==> src/rtl/sr_pkg.sv <==
// rtl/sr_pkg.sv - shared state encoding and default sizing for the SR config sequencer
package sr_pkg;

  typedef enum logic [2:0] {
    IDLE,
    START1,
    WAIT1,
    START2,
    WAIT2,
    CHECK
  } sr_state_e;

  localparam int SR_WIDTH       = 170;
  localparam int SR_PASS_CYCLES = 200;

endpackage

==> src/rtl/sr_config_sequencer_if.sv <==
// rtl/sr_config_sequencer_if.sv - request handshake and shift-register side signals
interface sr_config_sequencer_if
  import sr_pkg::*;
#(
  parameter int WIDTH       = SR_WIDTH,
  parameter int RETRY_WIDTH = 2
) ();

  logic                   req_valid;
  logic                   req_ready;
  logic [WIDTH-1:0]       cfg_data;
  logic                   sr_start;
  logic [WIDTH-1:0]       sr_din;
  logic [WIDTH-1:0]       sr_dout;
  logic                   busy;
  logic                   done;
  logic                   pass;
  logic [RETRY_WIDTH-1:0] retry_cnt;

  modport master (
    output req_valid, cfg_data, sr_dout,
    input  req_ready, sr_start, sr_din, busy, done, pass, retry_cnt
  );

  modport slave (
    input  req_valid, cfg_data, sr_dout,
    output req_ready, sr_start, sr_din, busy, done, pass, retry_cnt
  );

endinterface

==> src/rtl/sr_pass_timer.sv <==
// rtl/sr_pass_timer.sv - loadable down-counter timing one shift pass; shared by both passes
module sr_pass_timer #(
  parameter int PASS_CYCLES = 200,
  parameter int CNT_WIDTH   = 8
) (
  input  logic clk,
  input  logic rst,
  input  logic load_i,
  output logic expired_o
);

  localparam logic [CNT_WIDTH-1:0] LOAD_VAL = CNT_WIDTH'(PASS_CYCLES - 1);

  logic [CNT_WIDTH-1:0] cnt_q;
  logic [CNT_WIDTH-1:0] cnt_d;

  always_comb begin
    cnt_d = cnt_q;
    if (load_i) begin
      cnt_d = LOAD_VAL;
    end else if (cnt_q != '0) begin
      cnt_d = cnt_q - 1'b1;
    end
  end

  always_ff @(posedge clk) begin
    if (rst) begin
      cnt_q <= '0;
    end else begin
      cnt_q <= cnt_d;
    end
  end

  assign expired_o = (cnt_q == '0);

endmodule

==> src/rtl/sr_config_sequencer.sv <==
// rtl/sr_config_sequencer.sv - writes one config word per request into the SR path.
// SR_SEQ_VERIFY_EN adds a second pass with readback compare and bounded retries.
module sr_config_sequencer
  import sr_pkg::*;
#(
  parameter int WIDTH       = SR_WIDTH,
  parameter int PASS_CYCLES = SR_PASS_CYCLES,
  parameter int CNT_WIDTH   = 8,
  parameter int RETRY_MAX   = 3,
  parameter int RETRY_WIDTH = 2
) (
  input logic                  clk,
  input logic                  rst,
  sr_config_sequencer_if.slave bus
);

  sr_state_e              state_q;
  logic                   req_ready_q;
  logic                   sr_start_q;
  logic [WIDTH-1:0]       data_q;
  logic                   busy_q;
  logic                   done_q;
  logic                   pass_q;
  logic [RETRY_WIDTH-1:0] retry_q;
  logic                   timer_load;
  logic                   timer_expired;

  // Loading in the start cycle leaves PASS_CYCLES wait cycles before expiry.
  assign timer_load = (state_q == START1) || (state_q == START2);

  sr_pass_timer #(
    .PASS_CYCLES (PASS_CYCLES),
    .CNT_WIDTH   (CNT_WIDTH)
  ) u_pass_timer (
    .clk       (clk),
    .rst       (rst),
    .load_i    (timer_load),
    .expired_o (timer_expired)
  );

`ifdef SR_SEQ_VERIFY_EN
  localparam logic [RETRY_WIDTH-1:0] RETRY_LIMIT = RETRY_WIDTH'(RETRY_MAX);
`endif

  always_ff @(posedge clk) begin
    if (rst) begin
      state_q     <= IDLE;
      req_ready_q <= 1'b1;
      sr_start_q  <= 1'b0;
      data_q      <= '0;
      busy_q      <= 1'b0;
      done_q      <= 1'b0;
      pass_q      <= 1'b0;
      retry_q     <= '0;
    end else begin
      sr_start_q <= 1'b0;
      done_q     <= 1'b0;
      unique case (state_q)
        IDLE: begin
          if (bus.req_valid) begin
            data_q      <= bus.cfg_data;
            pass_q      <= 1'b0;
            retry_q     <= '0;
            busy_q      <= 1'b1;
            req_ready_q <= 1'b0;
            sr_start_q  <= 1'b1;
            state_q     <= START1;
          end
        end
        START1: state_q <= WAIT1;
        WAIT1: begin
          if (timer_expired) begin
`ifdef SR_SEQ_VERIFY_EN
            sr_start_q <= 1'b1;
            state_q    <= START2;
`else
            state_q    <= CHECK;
`endif
          end
        end
        START2: state_q <= WAIT2;
        WAIT2: begin
          if (timer_expired) begin
            state_q <= CHECK;
          end
        end
        CHECK: begin
`ifdef SR_SEQ_VERIFY_EN
          // Second pass shifts out what the first pass wrote, so it must equal data_q.
          if (bus.sr_dout == data_q) begin
            pass_q      <= 1'b1;
            done_q      <= 1'b1;
            busy_q      <= 1'b0;
            req_ready_q <= 1'b1;
            state_q     <= IDLE;
          end else if (retry_q < RETRY_LIMIT) begin
            retry_q    <= retry_q + 1'b1;
            sr_start_q <= 1'b1;
            state_q    <= START1;
          end else begin
            pass_q      <= 1'b0;
            done_q      <= 1'b1;
            busy_q      <= 1'b0;
            req_ready_q <= 1'b1;
            state_q     <= IDLE;
          end
`else
          pass_q      <= 1'b1;
          done_q      <= 1'b1;
          busy_q      <= 1'b0;
          req_ready_q <= 1'b1;
          state_q     <= IDLE;
`endif
        end
        default: state_q <= IDLE;
      endcase
    end
  end

  assign bus.req_ready = req_ready_q;
  assign bus.sr_start  = sr_start_q;
  assign bus.sr_din    = data_q;
  assign bus.busy      = busy_q;
  assign bus.done      = done_q;
  assign bus.pass      = pass_q;
  assign bus.retry_cnt = retry_q;

endmodule

==> src/flat_wrapper.sv <==
// flat-port wrapper written by rule: the top's interface ports become plain ports
module sr_config_sequencer_flat import sr_pkg::*;
#(
  parameter int WIDTH       = SR_WIDTH,
  parameter int PASS_CYCLES = SR_PASS_CYCLES,
  parameter int CNT_WIDTH   = 8,
  parameter int RETRY_MAX   = 3,
  parameter int RETRY_WIDTH = 2
)
  (clk, rst, bus_req_valid, bus_cfg_data, bus_sr_dout, bus_req_ready, bus_sr_start, bus_sr_din, bus_busy, bus_done, bus_pass, bus_retry_cnt);
  sr_config_sequencer_if #(.WIDTH(WIDTH), .RETRY_WIDTH(RETRY_WIDTH)) bus_i ();
  input logic clk;
  input logic rst;
  input wire logic [$bits(bus_i.req_valid)-1:0] bus_req_valid;
  input wire logic [$bits(bus_i.cfg_data)-1:0] bus_cfg_data;
  input wire logic [$bits(bus_i.sr_dout)-1:0] bus_sr_dout;
  output wire logic [$bits(bus_i.req_ready)-1:0] bus_req_ready;
  output wire logic [$bits(bus_i.sr_start)-1:0] bus_sr_start;
  output wire logic [$bits(bus_i.sr_din)-1:0] bus_sr_din;
  output wire logic [$bits(bus_i.busy)-1:0] bus_busy;
  output wire logic [$bits(bus_i.done)-1:0] bus_done;
  output wire logic [$bits(bus_i.pass)-1:0] bus_pass;
  output wire logic [$bits(bus_i.retry_cnt)-1:0] bus_retry_cnt;
  assign bus_i.req_valid = bus_req_valid;
  assign bus_i.cfg_data = bus_cfg_data;
  assign bus_i.sr_dout = bus_sr_dout;
  assign bus_req_ready = bus_i.req_ready;
  assign bus_sr_start = bus_i.sr_start;
  assign bus_sr_din = bus_i.sr_din;
  assign bus_busy = bus_i.busy;
  assign bus_done = bus_i.done;
  assign bus_pass = bus_i.pass;
  assign bus_retry_cnt = bus_i.retry_cnt;
  sr_config_sequencer #(.WIDTH(WIDTH), .PASS_CYCLES(PASS_CYCLES), .CNT_WIDTH(CNT_WIDTH), .RETRY_MAX(RETRY_MAX), .RETRY_WIDTH(RETRY_WIDTH)) u_core (.clk(clk), .rst(rst), .bus(bus_i));
endmodule
==> config.mk <==
export PLATFORM = sky130hd
export DESIGN_NAME = sr_config_sequencer_flat
export DESIGN_NICKNAME = d
export VERILOG_FILES = /design/src/rtl/sr_pkg.sv /design/src/rtl/sr_config_sequencer_if.sv /design/src/rtl/sr_pass_timer.sv /design/src/rtl/sr_config_sequencer.sv /design/src/flat_wrapper.sv
export SDC_FILE = /design/constraint.sdc
export NUM_CORES = 1
export LEC_CHECK = 0
export ABC_AREA = 1
export CAP_MARGIN = 15
export CORE_AREA = 5 5 200 202
export DETAILED_ROUTE_END_ITERATION = 10
export DIE_AREA = 0 0 205 207
export HOLD_SLACK_MARGIN = 0.08
export PLACE_DENSITY = 0.54
export SYNTH_ARGS = -nofsm -noshare
export SYNTH_HDL_FRONTEND = slang
export SYNTH_SLANG_ARGS = --single-unit
==> constraint.sdc <==
create_clock -name clk -period 1.3 [get_ports clk]
set_clock_uncertainty 0.05 [all_clocks]
set_input_delay 0.26 -clock clk [delete_from_list [all_inputs] [get_ports clk]]
set_output_delay 0.26 -clock clk [all_outputs]
set_load 0.02 [all_outputs]
==> run summary, run 1 <==
CTS tree = done
Synthesized area = 6610 um2
Vias in the first global route = 6,355
Tot GR Track Use = 10.8%
Initial antenna violation count = 2
Yosys reg bits = 186
Top delay family on crit path = buffers and inverters
Clk Latency, worst-skew pair = 0.44 ns
Fmax = 752 MHz
Post-Synth Simple-Gate Area = 23.0%
Routability cong. = 0.751
Most frequent cell after synthesis = nand2_1
VDD IR-drop max = 0.000884 V
XOR/XNOR Fraction of Synth Area = 0.265%
CP cell instances = nor2_4, nand3_4, buf_12, buf_12, nand2_1, a21oi_2
Root buffer cell = clkbuf_16
Endpoint type of the worst setup path = register
Leak Pwr = 4.54 nW
Top FF cell, synth = dfxtp_1
Main combinational cell family by area after synthesis = simple AND/OR/NAND/NOR gates
Cell row count = 72
Die Y = 207 um
Port Buffers = 347
RSZ-0062 raised after global routing = yes
Pwr per Cell Area = 2120 nW/um2
PnR worst setup slack = -0.0298 ns
Max-cap violations = 0
Critical Path Most Common Cell = buf_12
Critical Path Start Type = register
Top cells by count, synth = nand2_1, dfxtp_1, a21oi_1
Sum Neg Setup Slack = -0.625 ns
Initial Util = 17.3%
Worst path arrival time = 1.60 ns
Warnings, synthesis = 0
Worst setup path category = register to register
Status = complete, but fails checks
CP max FO = 30
Final hold violations = 0
Core area = 38,100 um2
Post-CTS Setup Bufs = 0
Sequential share of the synthesized area = 56.3%
CP peak stage delay = 0.34 ns
DRT Pass-1 Iters = 6
Post-synthesis mux area share = 0%
Post-Place Worst Slack = -0.424 ns
WP data required = 1.57 ns
Residual DRC count = 0
Area grow syn2layout = 65.9%
Initial DRC Count = 255
Final Critical Period = 1.33 ns
Final net count = 1,534
Global-route wire length before repair = 36,300 um
Ant diodes = 0
Worst Hold Slack = 0.315 ns
Die Area = 42,400 um2
Longest Clk Path Bufs = 2
Slowest cell on crit path = dfxtp_2
Total CTS buffers = 17
Post-DP HPWL = 17,200 um
Via density = 3.85
I/O pin cnt = 520
Final setup violation count = 60
Clock-pin slew on the worst setup and hold paths = 0.07 ns
Post-Synth Adder-Cell Area = 0.379%
Drt wl/cell = 14.1 um
Post-synth cell types = 22
H-tree Lvls = 4
Max-slew violations = 0
Sink Count = 186
Via count = 6,626
Area leader, netlist = dfxtp_1
Largest net degree at the start of global routing = 57
Avg Cell Area, Syn = 7.83 um2
Worst hold-check path type = input pin to register
Post-synth EDFFs = 0
Failing checks = negative setup slack
Fin crit share = 102%
Top cells by area, synth = dfxtp_1, nand2_1, a21oi_1
Fraction of registers with async set or reset after synthesis = 0%
Die width = 205 um
Share of layout cells above drive strength 1 = 24.9%
DRT Wirelength = 24,200 um
Post-synthesis compound-gate area fraction = 13.8%
Post-DRT Antenna Nets = 0
Worst path buffer plus inverter count = 2
Gr ovfl total = 0
Cells after Synth = 844
Yosys top cell area share = 56.3%
-- tightest hold or removal path: stages --
cell,delay (ns)
clkdlybuf4s50_1,0.39
nand2_1,0.06
a21oi_1,0.05
-- area by class of cell --
class	count	area (um2)
Multi-Input combinational cell	582	2640
Clock buffer	19	453
Clock inverter	13	165
Sequential cell	186	3730
Timing Repair Buffer	384	3250
Fill cell	4174	27100
Tap cell	518	648
Inverter	18	80.1
-- final timing paths --
| path | to | from | slack [ns] | cells past startpoint |
|---|---|---|---|---|
| max | u_core.bus.sr_din[23]$_SDFFE_PP0P_ | u_core.state_q[2]$_SDFFE_PP0P_ | -0.03 | 6 |
| min | u_core.bus.sr_din[0]$_SDFFE_PP0P_ | bus_cfg_data[0] | 0.32 | 3 |
| max reg2reg | u_core.bus.sr_din[23]$_SDFFE_PP0P_ | u_core.state_q[2]$_SDFFE_PP0P_ | -0.03 | 6 |
| min reg2reg | u_core.bus.req_ready$_SDFFE_PP1P_ | u_core.bus.req_ready$_SDFFE_PP1P_ | 0.40 | 2 |
-- power breakdown --
group | internal [mW] | switching, mW | total, mW
combinational | 4.02 | 5.96 | 9.98
sequential | 7.03 | 0.659 | 7.69
clock | 3.15 | 2.41 | 5.57
total | 14.2 | 9.03 | 23.2
-- flip-flops by register name (all words and copies together), names as in the netlist --
register and cells:
u_core.bus.sr_start 1, u_core.u_pass_timer.cnt_q 8, u_core.state_q 3, u_core.bus.req_ready 1, u_core.bus.done 1, u_core.bus.busy 1, u_core.bus.pass 1, u_core.bus.sr_din 170
-- repair_timing --
action,4_1_cts,5_1_grt
gates cloned,1,0
endpoints found under the hold margin,8,0
setup endpoints to repair,270,291
gates resized for setup,754,41
pin swaps,1,1
hold buffers,1,0
-- per-layer routing --
metal  track usage (%)  routed length (um)  up-vias
li1                  -                   -     3372
met1              12.5               10200     3004
met2              17.9               11300      219
met3              5.04                2210       27
met4              3.37                 428        4
met5                 0                  27        -
-- per-stage QoR --
stage          area [um2]  power, mW  utilization [%]  cells
2_1_floorplan        6610       13.3                -    845
3_3_place_gp        10800       18.1             28.5   1686
3_5_place_dp        10800       18.2             28.5   1686
4_1_cts             10800       23.4             28.4   1720
5_1_grt             11000       24.8             28.8   1720
6_report            11000       23.2             28.8   1720
-- placed cells by master, fill, tap and decap left out, types with 3 or more instances in the layout --
cell type,n
bufinv_16,3
dfxtp_2,7
nand3_1,9
a21oi_1,147
inv_6,4
nor3_1,3
clkbuf_16,17
buf_16,3
nand2_2,6
buf_12,13
clkdlybuf4s50_1,171
nor2_1,13
inv_2,4
buf_6,6
inv_1,13
clkinv_2,3
o21ai_0,3
buf_2,125
dfxtp_1,179
nand2_1,356
buf_4,65
a21oi_2,28
-- cell families after synthesis --
logic type | Yosys count
buf+inv | 77
simple gates | 395
flops | 186
fa+ha+maj | 2
compound gates | 181
other cells | 1
xor+xnor | 2
Power figures use the tool's default switching activity.
==> inputs of run 2 (changes only) <==
--- a/config.mk
+++ b/config.mk
@@ -5,11 +5,10 @@
 export SDC_FILE = /design/constraint.sdc
 export NUM_CORES = 1
 export LEC_CHECK = 0
-export ABC_AREA = 1
 export CAP_MARGIN = 15
-export CORE_AREA = 5 5 200 202
+export CORE_AREA = 5 5 199 201
 export DETAILED_ROUTE_END_ITERATION = 10
-export DIE_AREA = 0 0 205 207
+export DIE_AREA = 0 0 204 206
 export HOLD_SLACK_MARGIN = 0.08
 export PLACE_DENSITY = 0.54
 export SYNTH_ARGS = -nofsm -noshare
==> run 2 against run 1 <==
Net effect: worst hold slack worse by 0.0025 ns; the run still ends with negative setup slack left; critical endpoint is now u_core.bus.sr_din[46]$_SDFFE_PP0P_; final cell count rose by 1.3%; sequential power is 6.8% lower; highest routed layer is now met4; largest power group unchanged.
==> run summary, run 2 <==
Met2 Usage GRT = 19.1% (was 17.9%)
Tot GR Track Use = 11.7% (was 10.8%)
DRT Wirelength = 28,400 um (was 24,200 um)
Min-delay src = bus_cfg_data[131] (was bus_cfg_data[0])
Reg2reg start = u_core.state_q[2]$_SDFFE_PP0P_ (unchanged)
Worst hold-check path type = input pin to register (unchanged)
Gr ovfl total = 0 (unchanged)
Pwr per Cell Area = 1690 nW/um2 (was 2120 nW/um2)
Die Y = 206 um (was 207 um)
Top FF cell, synth = dfxtp_1 (unchanged)
Critical Path Start Type = register (unchanged)
Die width = 204 um (was 205 um)
Final hold violations = 0 (unchanged)
Root buffer cell = clkbuf_16 (unchanged)
Top cells by area, synth = dfxtp_1, nand2_1, a21oi_1 (unchanged)
DRT Pass-1 Iters = 4 (was 6)
CP max FO = 74 (was 30)
WP data required = 1.57 ns (about the same)
Post-synth EDFFs = 0 (unchanged)
Clock-pin slew on the worst setup and hold paths = 0.07 ns (about the same)
Routability cong. = 0.736 (was 0.751)
Global-route wire length before repair = 38,300 um (was 36,300 um)
Final setup violation count = 248 (was 60)
Crit path from = u_core.state_q[2]$_SDFFE_PP0P_ (unchanged)
Synthesized area = 6540 um2 (was 6610 um2)
Most frequent cells in the layout = nand2_1, dfxtp_1, clkdlybuf4s50_1 (unchanged)
I/O pin cnt = 520 (unchanged)
Sequential share of the synthesized area = 56.9% (was 56.3%)
Share of layout cells above drive strength 1 = 40.5% (was 24.9%)
Longest Clk Path Bufs = 2 (unchanged)
Post-synth cell types = 36 (was 22)
Ant diodes = 0 (unchanged)
H-tree Lvls = 4 (unchanged)
Cell Area, Placed = 11,000 um2 (was 10,800 um2)
Post-DRT Antenna Nets = 0 (unchanged)
Worst path arrival time = 1.94 ns (was 1.60 ns)
Final Cell Area = 12,800 um2 (was 11,000 um2)
Hold path cells = 3 (unchanged)
Area leader, netlist = dfxtp_1 (unchanged)
Yosys reg bits = 186 (unchanged)
Max reg flops = 170 (unchanged)
Cells after Synth = 822 (was 844)
Drt wl/cell = 16.3 um (was 14.1 um)
Worst setup path category = register to register (unchanged)
Largest net degree at the start of global routing = 75 (was 57)
Leak Pwr = 5.49 nW (was 4.54 nW)
RR Endpoint = u_core.bus.sr_din[46]$_SDFFE_PP0P_ (was u_core.bus.sr_din[23]$_SDFFE_PP0P_)
Max-slew violations = 0 (unchanged)
Post-DP HPWL = 17,600 um (was 17,200 um)
Residual DRC count = 0 (unchanged)
Top cells by count, synth = nand2_1, dfxtp_1, a21oi_1 (unchanged)
Cell count of the worst reg-to-reg path = 4 (was 6)
Commonest non-fill, non-tap cell in the layout = nand2_1 (unchanged)
Grt met1 use = 13.8% (was 12.5%)
Grt met3 use = 5.43% (was 5.04%)
Endpoint type of the worst setup path = register (unchanged)
Initial antenna violation count = 0 (was 2)
Final net count = 1,566 (was 1,534)
Avg Cell Area, Syn = 7.96 um2 (was 7.83 um2)
Flop-to-flop setup slack = -0.37 ns (was -0.03 ns)
Fin crit share = 128% (was 102%)
Vias in the first global route = 6,891 (was 6,355)
Core area = 37,400 um2 (was 38,100 um2)
Initial DRC Count = 221 (was 255)
Cell row count = 71 (was 72)
PnR worst setup slack = -0.368 ns (was -0.0298 ns)
Fmax = 599 MHz (was 752 MHz)
Via density = 4.07 (was 3.85)
CTS tree = done (unchanged)
Status = complete, but fails checks (unchanged)
VDD IR-drop max = 0.000938 V (was 0.000884 V)
GR peak layer = met2 (unchanged)
Most frequent cell after synthesis = nand2_1 (unchanged)
Warnings, synthesis = 0 (unchanged)
Area grow syn2layout = 96.0% (was 65.9%)
Max-cap violations = 0 (unchanged)
Port Buffers = 347 (unchanged)
Fraction of registers with async set or reset after synthesis = 0% (unchanged)
Sink Count = 186 (unchanged)
Yosys top cell area share = 56.9% (was 56.3%)
Total CTS buffers = 17 (unchanged)
RSZ-0062 raised after global routing = yes (unchanged)
Clk Latency, worst-skew pair = 0.44 ns (about the same)
Die Area = 42,000 um2 (was 42,400 um2)
Failing checks = negative setup slack (unchanged)
Final Critical Period = 1.67 ns (was 1.33 ns)
Hold Crit Endpoint = u_core.bus.sr_din[131]$_SDFFE_PP0P_ (was u_core.bus.sr_din[0]$_SDFFE_PP0P_)
Fin util = 34.3% (was 28.8%)
Via count = 7,086 (was 6,626)
Initial Util = 17.5% (was 17.3%)
run 2: per-layer routing:
layer  wire length (um)  up-vias
met5                  0        -
met3               2780       30
met2              13400      277
met4                486        0
li1                   -     3477
met1              11700     3302
run 2: per-stage QoR:
stage	power, mW	TNS, ns	std cells	hold slack [ns]	setup slack (ns)
2_1_floorplan	10.7	-45.13	823	0.346	-0.341
3_3_place_gp	13.8	-105.38	1677	0.386	-0.651
3_5_place_dp	13.9	-112.06	1677	0.392	-0.693
4_1_cts	20.2	-51.25	1723	0.259	-0.368
5_1_grt	22.9	-69.60	1742	0.285	-0.403
6_report	21.7	-57.25	1742	0.313	-0.368
run 2: repair_timing:
action,CTS,global route
hold endpoints to repair,7,0
endpoints found under the setup margin,357,305
gates cloned,10,16
hold buffers,1,0
gates resized for setup,820,261
buffers inserted,6,4
pin swaps,22,82
run 2: how the worst max path moves through the flow:
stage	cells after the start	slack [ns]	endpoint
2_1_floorplan	3	-0.34	u_core.u_pass_timer.cnt_q[5]$_SDFFE_PP0P_
3_3_place_gp	4	-0.65	u_core.bus.pass$_SDFFE_PP0P_
3_5_place_dp	6	-0.69	u_core.bus.sr_din[144]$_SDFFE_PP0P_
4_1_cts	3	-0.37	u_core.u_pass_timer.cnt_q[5]$_SDFFE_PP0P_
5_1_grt	3	-0.40	u_core.u_pass_timer.cnt_q[5]$_SDFFE_PP0P_
6_report	4	-0.37	u_core.bus.sr_din[46]$_SDFFE_PP0P_
run 2: final cells by class:
| class | count | area, um2 |
|---|---|---|
| Fill cell | 3870 | 24600 |
| Timing Repair Buffer | 441 | 4190 |
| Sequential cell | 186 | 3750 |
| Multi-Input combinational cell | 569 | 3600 |
| Tap cell | 511 | 639 |
| Clock buffer | 22 | 475 |
| Clock inverter | 7 | 140 |
| Inverter | 6 | 22.5 |
run 2: cell families (layout without fill, tap and decap cells):
family                     count (synthesis)  count (layout)  share of synthesized area [%]
other                                      1               2                         0.0573
DFF                                      186             186                           56.9
buffers and inverters                     68             476                           4.30
xor gates and xnor gates                   1               1                          0.134
and+or+nand+nor                          371             371                           22.6
adders and majority gates                  2               2                          0.382
AOI/OAI and AO/OA                        193             193                           15.6
run 2: worst max-delay path: stages, from the launching register on:
cell and delay, ns:
dfxtp_4 0.36, or4b_4 0.62, buf_12 0.22, nand2_1 0.13, a21oi_1 0.07
run 2: power breakdown:
part           switching, mW  total (mW)  internal (mW)
registers              0.619        7.17           6.55
clock network           2.32        5.67           3.35
logic                   4.51        8.86           4.35
